==> src/rtl/network_pkg.sv <==
// Shared network definitions: flit type encodings, packer FSM states and
// HEAD flit field offsets.
// Optional feature macro: VNI_PACKER_CHECKSUM_EN (adds the S_CSUM state).
package network_pkg;

  localparam int unsigned TYPE_W  = 2;
  localparam int unsigned SEQ_W   = 8;
  localparam int unsigned DST_W   = 8;
  localparam int unsigned SEQ_LSB = 8;
  localparam int unsigned DST_LSB = 0;

  // Flit type carried in bits [DW-1:DW-2] of every flit.
  typedef enum logic [TYPE_W-1:0] {
    FLIT_IDLE = 2'b00,
    FLIT_HEAD = 2'b01,
    FLIT_BODY = 2'b10,
    FLIT_TAIL = 2'b11
  } flit_type_e;

`ifdef VNI_PACKER_CHECKSUM_EN
  typedef enum logic [1:0] {
    S_HEAD = 2'b00,
    S_BODY = 2'b01,
    S_CSUM = 2'b10
  } pkr_state_e;
`else
  typedef enum logic [1:0] {
    S_HEAD = 2'b00,
    S_BODY = 2'b01
  } pkr_state_e;
`endif

endpackage

==> src/rtl/virtual_ni_packer.sv <==
// Frames the PE's raw flit stream into wormhole packets for the router local
// port: HEAD(seq, DST_ID), then PKT_LEN data flits, the last tagged TAIL.
// With VNI_PACKER_CHECKSUM_EN defined, all data flits are BODY and an extra
// TAIL flit carrying the payload sum closes each packet.
// Ports:
//   clk, rstn          clock, async active-low reset
//   in_data/valid/ready   PE side (input type bits ignored)
//   out_data/valid/ready  router side, single output register
module virtual_ni_packer
  import network_pkg::*;
#(
  parameter int unsigned DW      = 32,
  parameter int unsigned PKT_LEN = 4,
  parameter logic [7:0]  DST_ID  = 8'h00
) (
  input  logic          clk,
  input  logic          rstn,
  input  logic [DW-1:0] in_data,
  input  logic          in_valid,
  output logic          in_ready,
  output logic [DW-1:0] out_data,
  output logic          out_valid,
  input  logic          out_ready
);

  localparam int unsigned PW       = DW - TYPE_W;
  localparam logic [7:0]  LAST_CNT = 8'(PKT_LEN - 1);

  pkr_state_e    state_q, state_d;
  logic [7:0]    cnt_q, cnt_d;
  logic [7:0]    seq_q, seq_d;
  logic [DW-1:0] out_data_d;
  logic          out_valid_d;
  logic          slot_free_c;
  logic [PW-1:0] head_pl_c;
  logic [PW-1:0] in_pl_c;
  logic          type_unused_c;
`ifdef VNI_PACKER_CHECKSUM_EN
  logic [PW-1:0] sum_q, sum_d;
`endif

  // Input type bits are overwritten by the framing and intentionally dropped.
  assign in_pl_c       = in_data[PW-1:0];
  assign type_unused_c = ^in_data[DW-1:PW];

  // Output register can take a new flit when empty or being drained this cycle.
  assign slot_free_c = !out_valid || out_ready;
  assign in_ready    = (state_q == S_BODY) && slot_free_c;

  // HEAD payload: seq and destination, everything else zero.
  always_comb begin
    head_pl_c                     = '0;
    head_pl_c[SEQ_LSB +: SEQ_W]   = seq_q;
    head_pl_c[DST_LSB +: DST_W]   = DST_ID;
  end

  // Next-state and output-register load logic.
  always_comb begin
    state_d     = state_q;
    cnt_d       = cnt_q;
    seq_d       = seq_q;
    out_data_d  = out_data;
    out_valid_d = out_valid && !out_ready;
`ifdef VNI_PACKER_CHECKSUM_EN
    sum_d       = sum_q;
`endif
    unique case (state_q)
      S_HEAD: begin
        // HEAD only goes out once the PE has data, so no orphan heads.
        if (in_valid && slot_free_c) begin
          out_data_d  = {FLIT_HEAD, head_pl_c};
          out_valid_d = 1'b1;
          state_d     = S_BODY;
`ifdef VNI_PACKER_CHECKSUM_EN
          sum_d       = '0;
`endif
        end
      end
      S_BODY: begin
        if (in_valid && slot_free_c) begin
          out_valid_d = 1'b1;
`ifdef VNI_PACKER_CHECKSUM_EN
          sum_d       = sum_q + in_pl_c;
`endif
          if (cnt_q == LAST_CNT) begin
            cnt_d = '0;
`ifdef VNI_PACKER_CHECKSUM_EN
            out_data_d = {FLIT_BODY, in_pl_c};
            state_d    = S_CSUM;
`else
            out_data_d = {FLIT_TAIL, in_pl_c};
            state_d    = S_HEAD;
            seq_d      = seq_q + 8'd1;
`endif
          end else begin
            cnt_d      = cnt_q + 8'd1;
            out_data_d = {FLIT_BODY, in_pl_c};
          end
        end
      end
`ifdef VNI_PACKER_CHECKSUM_EN
      S_CSUM: begin
        if (slot_free_c) begin
          out_data_d  = {FLIT_TAIL, sum_q};
          out_valid_d = 1'b1;
          state_d     = S_HEAD;
          seq_d       = seq_q + 8'd1;
        end
      end
`endif
      default: state_d = S_HEAD;
    endcase
  end

  // State, counters and output register.
  always_ff @(posedge clk or negedge rstn) begin
    if (!rstn) begin
      state_q   <= S_HEAD;
      cnt_q     <= '0;
      seq_q     <= '0;
      out_data  <= '0;
      out_valid <= 1'b0;
`ifdef VNI_PACKER_CHECKSUM_EN
      sum_q     <= '0;
`endif
    end else begin
      state_q   <= state_d;
      cnt_q     <= cnt_d;
      seq_q     <= seq_d;
      out_data  <= out_data_d;
      out_valid <= out_valid_d;
`ifdef VNI_PACKER_CHECKSUM_EN
      sum_q     <= sum_d;
`endif
    end
  end

endmodule

==> config.mk <==
export PLATFORM = sky130hd
export DESIGN_NAME = virtual_ni_packer
export DESIGN_NICKNAME = d
export VERILOG_FILES = /design/src/rtl/network_pkg.sv /design/src/rtl/virtual_ni_packer.sv
export SDC_FILE = /design/constraint.sdc
export NUM_CORES = 1
export LEC_CHECK = 0
export CAP_MARGIN = 10
export CORE_AREA = 4 4 71 73
export DETAILED_ROUTE_END_ITERATION = 8
export DIE_AREA = 0 0 75 77
export PLACE_DENSITY = 0.82
export SETUP_SLACK_MARGIN = 0.5
export SYNTH_ARGS = -nofsm -noshare
export SYNTH_HDL_FRONTEND = slang
export SYNTH_SLANG_ARGS = --single-unit
==> constraint.sdc <==
create_clock -name clk -period 2.7 [get_ports clk]
set_input_delay 0.27 -clock clk [delete_from_list [all_inputs] [get_ports clk]]
set_output_delay 0.27 -clock clk [all_outputs]
set_load 0.005 [all_outputs]
==> flow_summary.json, run 1 <==
{
  "period_needed_ns": 1.86,
  "synth_fa_ha_area_share_pct": 1.22,
  "layout.nets": 274,
  "vdd_drop_max_mv": 0.321,
  "cap_violations": 0,
  "cts_max_level": 2,
  "port_buffers": 67,
  "post-dp-hpwl_mm": 3.15,
  "synth_top_family_by_area": "compound AO/OA/AOI/OAI gates",
  "fmax_mhz": 537,
  "n_fill_cell": 326,
  "wl_per_cell_um": 15.3,
  "cts_tree": "done",
  "grt_max_degree": 35,
  "vias": 1528,
  "async_flop_share_pct": 100,
  "period_share_pct": 69.0,
  "crit_path_start_kind": "flip-flop",
  "grt_pass1_wl_mm": 7.18,
  "wl_mm": 4.41,
  "cellPowerDensity_nw_per_um2": 718,
  "finalWeightedCongestion": 0.753,
  "reg2reg_depth": 4,
  "die_area_sq_um": 5780,
  "clk_path_buf_depth": 2,
  "synthSimpleGateAreaFrac_pct": 13.3,
  "final_common_cell": "clkdlybuf4s50_1",
  "drt-initial-drc-count": 53,
  "syn2layout_area_growth_pct": 40.9,
  "postLayoutCoreUtil_pct": 66.6,
  "drtPass1Iterations": 4,
  "synth_edf_count": 0,
  "use_met2_pct": 27.8,
  "worstMarginPinSlew_ns": 0.708,
  "cts_sinks": 50,
  "synth-xor-area-share_pct": 5.11,
  "clk_latency_ns": 0.30,
  "skew_ns": 0.00619,
  "synthFlopType": "dfrtp_1",
  "synthesis.nets": 204,
  "synthMuxAreaShare_pct": 4.44,
  "post_drt_via_cell_ratio": 5.29,
  "antenna_found_initial": 0,
  "syn-cell-area_sq_um": 2060,
  "synth_compound_area_share_pct": 13.3,
  "ys_ff_latch": 50,
  "cts_setup_buffers": 0,
  "n_antenna_cell": 0,
  "path_clk_slew_ns": 0.09,
  "worst_setup_path_end_kind": "flip-flop",
  "io_pins": 70,
  "setup_tns_ns": 0,
  "hold_violations": 0,
  "r2r-end": "seq_q[1]$_DFFE_PN0P_",
  "fp.dieW_um": 75,
  "die_y_um": 77,
  "yosysTopAreaCell": "dfrtp_1",
  "gr-total-overflow": 0,
  "outcome": "finished, final reports clean",
  "placementRows": 24,
  "cts_resized": 0,
  "netlist_instances": 166,
  "antenna_left": 0,
  "critPathArrivalTime_ns": 2.05,
  "postSynthAreaPerCell_sq_um": 12.4,
  "fp.coreArea_sq_um": 4350,
  "slew_viol_final": 0,
  "grt_setup_unrepaired": "no",
  "cts_made_buffers": 5,
  "synth.distinct_cells": 28,
  "worst_ep_required_time_ns": 2.88,
  "drc": 0,
  "p_leak_nw": 1.32,
  "criticalPathCategory": "reg2reg",
  "synth_top_area_share_pct": 60.8,
  "start_util_pct": 47.3,
  "timing.rr.start": "cnt_q[0]$_DFFE_PN0P_",
  "yosys_warnings": 0,
  "use_met1_pct": 18.7,
  "setup_viol": 0,
  "root_buffer": "clkbuf_8",
  "slew_headroom_pct": 52.8,
  "synthTopCellsByArea": "dfrtp_1, a22o_1, mux2i_1",
  "grtUsageTotal_pct": 16.0,
  "globalRouteMet3Util_pct": 4.05,
  "grt-busiest-layer": "met2",
  "reg2reg_slack_ns": 0.84,
  "final_cell_mix": "clkdlybuf4s50_1, dfrtp_1, a22o_1",
  "yosysSeqAreaShare_pct": 60.8,
  "layout-drive-gt1-share_pct": 6.75,
  "hold_path.class": "in2async",
  "first_global_vias": 1588,
  "cp_max_fo": 5
}
[synth_stat cells (2+ instances only)]
master,instances
nand2b_1,2
nand4_1,6
nand2_1,16
ha_1,2
nor2_1,2
xor2_1,4
nor3_1,4
buf_2,2
o21ai_0,11
xnor2_1,8
mux2i_1,8
nand3_1,4
and2_1,5
a22o_1,22
and3_1,3
clkbuf_1,6
dfrtp_1,50
[routing by layer]
| metal | wire (um) | part of all wire [%] |
|---|---|---|
| met5 | 0 | 0 |
| met4 | 50 | 1.1 |
| met3 | 282 | 6.4 |
| met2 | 2290 | 52 |
| met1 | 1790 | 41 |
[flip-flops by register name (all words and copies together) (netlist names)]
name / flops
out_data: 32
out_valid: 1
state_q: 1
seq_q: 8
cnt_q: 8
[what timing repair did]
action | in CTS | in global routing
hold buffers | 1 | 0
hold endpoints to repair | 16 | 0
endpoints found under the setup margin | 0 | 0
[cells by family after synthesis]
| family | Yosys count |
|---|---|
| flip-flops | 50 |
| AND/OR/NAND/NOR | 47 |
| AO/OA/AOI/OAI | 36 |
| XOR/XNOR | 12 |
| buffers and inverters | 10 |
| multiplexers | 9 |
| adder cells (fa/ha/maj) | 2 |
[report_power, final]
| group | internal, mW | leakage, nW | switching, mW | total, mW |
|---|---|---|---|---|
| Combinational | 0.386 | 0.644 | 0.251 | 0.637 |
| Sequential | 0.893 | 0.633 | 0.104 | 0.997 |
| Clock | 0.206 | 0.0472 | 0.241 | 0.447 |
| Total | 1.49 | 1.32 | 0.596 | 2.08 |
[worst max path at each step]
stage                         start                       end  slack (ns)  cells after the start
2_1_floorplan  cnt_q[0]$_DFFE_PN0P_      seq_q[1]$_DFFE_PN0P_        0.98                      4
3_3_place_gp              out_ready  out_data[19]$_DFFE_PN0P_        0.63                      5
3_5_place_dp              out_ready   out_data[1]$_DFFE_PN0P_        0.60                      5
4_1_cts        cnt_q[0]$_DFFE_PN0P_      seq_q[1]$_DFFE_PN0P_        0.84                      4
5_1_grt                   out_ready      cnt_q[2]$_DFFE_PN0P_        0.77                      5
6_report       cnt_q[0]$_DFFE_PN0P_      seq_q[1]$_DFFE_PN0P_        0.84                      4
[stage by stage]
step | cell area (sq um) | cells | power [mW] | hold WS [ns] | worst slack (ns)
after CTS | 2900 | 289 | 2.10 | 0.410 | 0.836
after global routing | 2900 | 289 | 2.20 | 0.457 | 0.773
after detailed placement | 2800 | 280 | 1.65 | 0.205 | 0.596
after floorplan | 2060 | 166 | 1.28 | -0.0256 | 0.984
final | 2900 | 289 | 2.08 | 0.405 | 0.837
after global placement | 2800 | 280 | 1.62 | 0.201 | 0.632
[cell type report]
class	count	area, sq um	area share, %
multi-input combinational	106	767	26.4
tap	52	65.1	2.24
clock buffer	6	82.6	2.85
clock inverter	2	12.5	0.431
inverter	1	3.75	0.129
sequential	50	1250	43.1
timing repair buffer	72	718	24.8
[critical path, stage by stage (launching register included)]
cell	delay [ns]
dfrtp_1	0.44
ha_1	0.25
or4b_4	0.54
nor3_4	0.19
mux2_1	0.34
Note: power is estimated with default switching activity, not from simulation.
==> run 2: changes to the inputs <==
CORE_AREA = 4 4 77 79   (was 4 4 71 73)
DIE_AREA = 0 0 81 83   (was 0 0 75 77)
PLACE_DENSITY = 0.73   (was 0.82)
clock period = 1.71 ns   (was 2.7 ns; I/O delays follow)
==> flow_summary.json, run 2 (same netlist as run 1, synthesis figures left out) <==
{
  "outcome": "finished, final reports clean",
  "first_global_vias": 1851,
  "hold_violations": 0,
  "cap_violations": 0,
  "drc": 0,
  "cts_made_buffers": 5,
  "root_buffer": "clkbuf_8",
  "vdd_drop_max_mv": 0.421,
  "final_cell_mix": "dfrtp_1, dlygate4sd2_1, clkdlybuf4s50_1",
  "clk_latency_ns": 0.31,
  "n_antenna_cell": 0,
  "fp.coreArea_sq_um": 5340,
  "cp_slowest_cell": "or4b_4",
  "antenna_found_initial": 0,
  "n_fill_cell": 394,
  "worst_setup_path_end_kind": "flip-flop",
  "reg2reg_slack_ns": 0.05,
  "dpl_cell_area_sq_um": 2920,
  "layout.nets": 311,
  "fmax_mhz": 602,
  "wl_per_cell_um": 17.2,
  "syn2layout_area_growth_pct": 76.5,
  "postLayoutCoreUtil_pct": 68.0,
  "grtUsageTotal_pct": 17.7,
  "wl_mm": 5.93,
  "cp_max_fo": 8,
  "setup_viol": 0,
  "cpPeakStageDelay_ns": 0.51,
  "critPathArrivalTime_ns": 1.86,
  "cellPowerDensity_nw_per_um2": 1070,
  "fp.dieW_um": 81,
  "cts_sinks": 50,
  "hold_path.class": "in2async",
  "pre_cts_ws_ns": 0.00506,
  "finalWeightedCongestion": 0.743,
  "grt_pass1_wl_mm": 9.18,
  "die_y_um": 83,
  "cts_tree": "done",
  "top_regs": "out_data (32), cnt_q (8), seq_q (8)",
  "period_share_pct": 97.2,
  "die_area_sq_um": 6720,
  "path_clk_slew_ns": 0.09,
  "grt_setup_unrepaired": "yes",
  "gr-total-overflow": 0,
  "port_buffers": 67,
  "worstMarginPinSlew_ns": 0.376,
  "top_register": "out_data",
  "p_leak_nw": 1.78,
  "antenna_left": 0,
  "place_inst": 307,
  "io_pins": 70,
  "skew_ns": 0.0168,
  "setup_slack_ns": 0.0484,
  "clk_path_buf_depth": 2,
  "grt_max_degree": 45,
  "vias": 1734,
  "layout-drive-gt1-share_pct": 29.6,
  "post-dp-hpwl_mm": 3.22,
  "crit_path_start_kind": "flip-flop",
  "slew_viol_final": 0,
  "crit_buf_inv": 0,
  "placementRows": 27,
  "cts_max_level": 2,
  "start_util_pct": 38.6,
  "slew_headroom_pct": 74.9,
  "criticalPathCategory": "reg2reg",
  "post_drt_via_cell_ratio": 5.01,
  "path_cells": "ha_4 -> or4b_4 -> nor2_8 -> nand4_1 -> xnor2_1",
  "final_common_cell": "dfrtp_1",
  "drtPass1Iterations": 6,
  "worst_ep_required_time_ns": 1.90,
  "period_needed_ns": 1.66,
  "layout.cells.non_filler": 346,
  "drt-initial-drc-count": 64,
  "post-route-cell-area_sq_um": 3630,
  "crit_family": "simple AND/OR/NAND/NOR gates",
  "largest_reg_flops": 32
}
## run 2: layer usage
layer  share of wire (%)  wire length [um]  global-route usage (%)  up-vias
met1                  42              2470                    22.8      860
li1                    -                 -                       -      817
met4                 1.3                76                    3.84        0
met2                  51              3040                    29.6       48
met3                 5.8               346                    4.56        9
met5                   0                 0                       0        -
## run 2: metrics by stage
step | TNS (ns) | total power [mW] | hold WS, ns
2_1_floorplan | -0.00525 | 2.03 | -0.125
3_3_place_gp | 0 | 2.65 | 0.0213
3_5_place_dp | 0 | 2.68 | 0.0256
4_1_cts | 0 | 3.73 | 0.240
5_1_grt | -0.0361 | 4.08 | 0.257
6_report | 0 | 3.88 | 0.238
## run 2: cell type report
class / count / area [sq um] / share of cell area, %
sequential: 50 / 1250 / 34.4
timing repair buffer: 109 / 1230 / 33.9
multi-input combinational: 106 / 950 / 26.1
tap: 72 / 90.1 / 2.48
clock buffer: 7 / 76.3 / 2.10
clock inverter: 1 / 30.0 / 0.827
inverter: 1 / 3.75 / 0.103
## run 2: where the power goes
group / switching (mW) / leakage, nW / internal, mW / total (mW)
clock network: 0.386 / 0.0524 / 0.438 / 0.824
registers: 0.171 / 0.633 / 1.41 / 1.58
logic: 0.595 / 1.09 / 0.879 / 1.47
total: 1.15 / 1.78 / 2.73 / 3.88
## run 2: path summary, 6_finish.rpt
check | start | to | cells after the start
hold / removal | rstn | seq_q[7]$_DFFE_PN0P_ | 2
min in group clk | in_data[2] | out_data[2]$_DFFE_PN0P_ | 2
hold reg to reg | seq_q[7]$_DFFE_PN0P_ | seq_q[7]$_DFFE_PN0P_ | 1
setup reg to reg | cnt_q[0]$_DFFE_PN0P_ | seq_q[4]$_DFFE_PN0P_ | 5
max in group asynchronous | rstn | out_valid$_DFF_PN0_ | 3
setup / recovery | cnt_q[0]$_DFFE_PN0P_ | seq_q[4]$_DFFE_PN0P_ | 5
## run 2: repair_timing
action / 4_1_cts / 5_1_grt
pin swaps: 25 / 16
buffers inserted: 16 / 4
cloned: 8 / 2
endpoints found under the setup margin: 77 / 51
resized for setup: 77 / 26
hold endpoints to repair: 49 / 0
hold buffers: 1 / 0
==> run 3: changes to the inputs <==
ABC_CLOCK_PERIOD_IN_PS = 1710   (was not set)
==> results of run 3 <==
Final layout, timing and power as in run 2 (identical DEF).
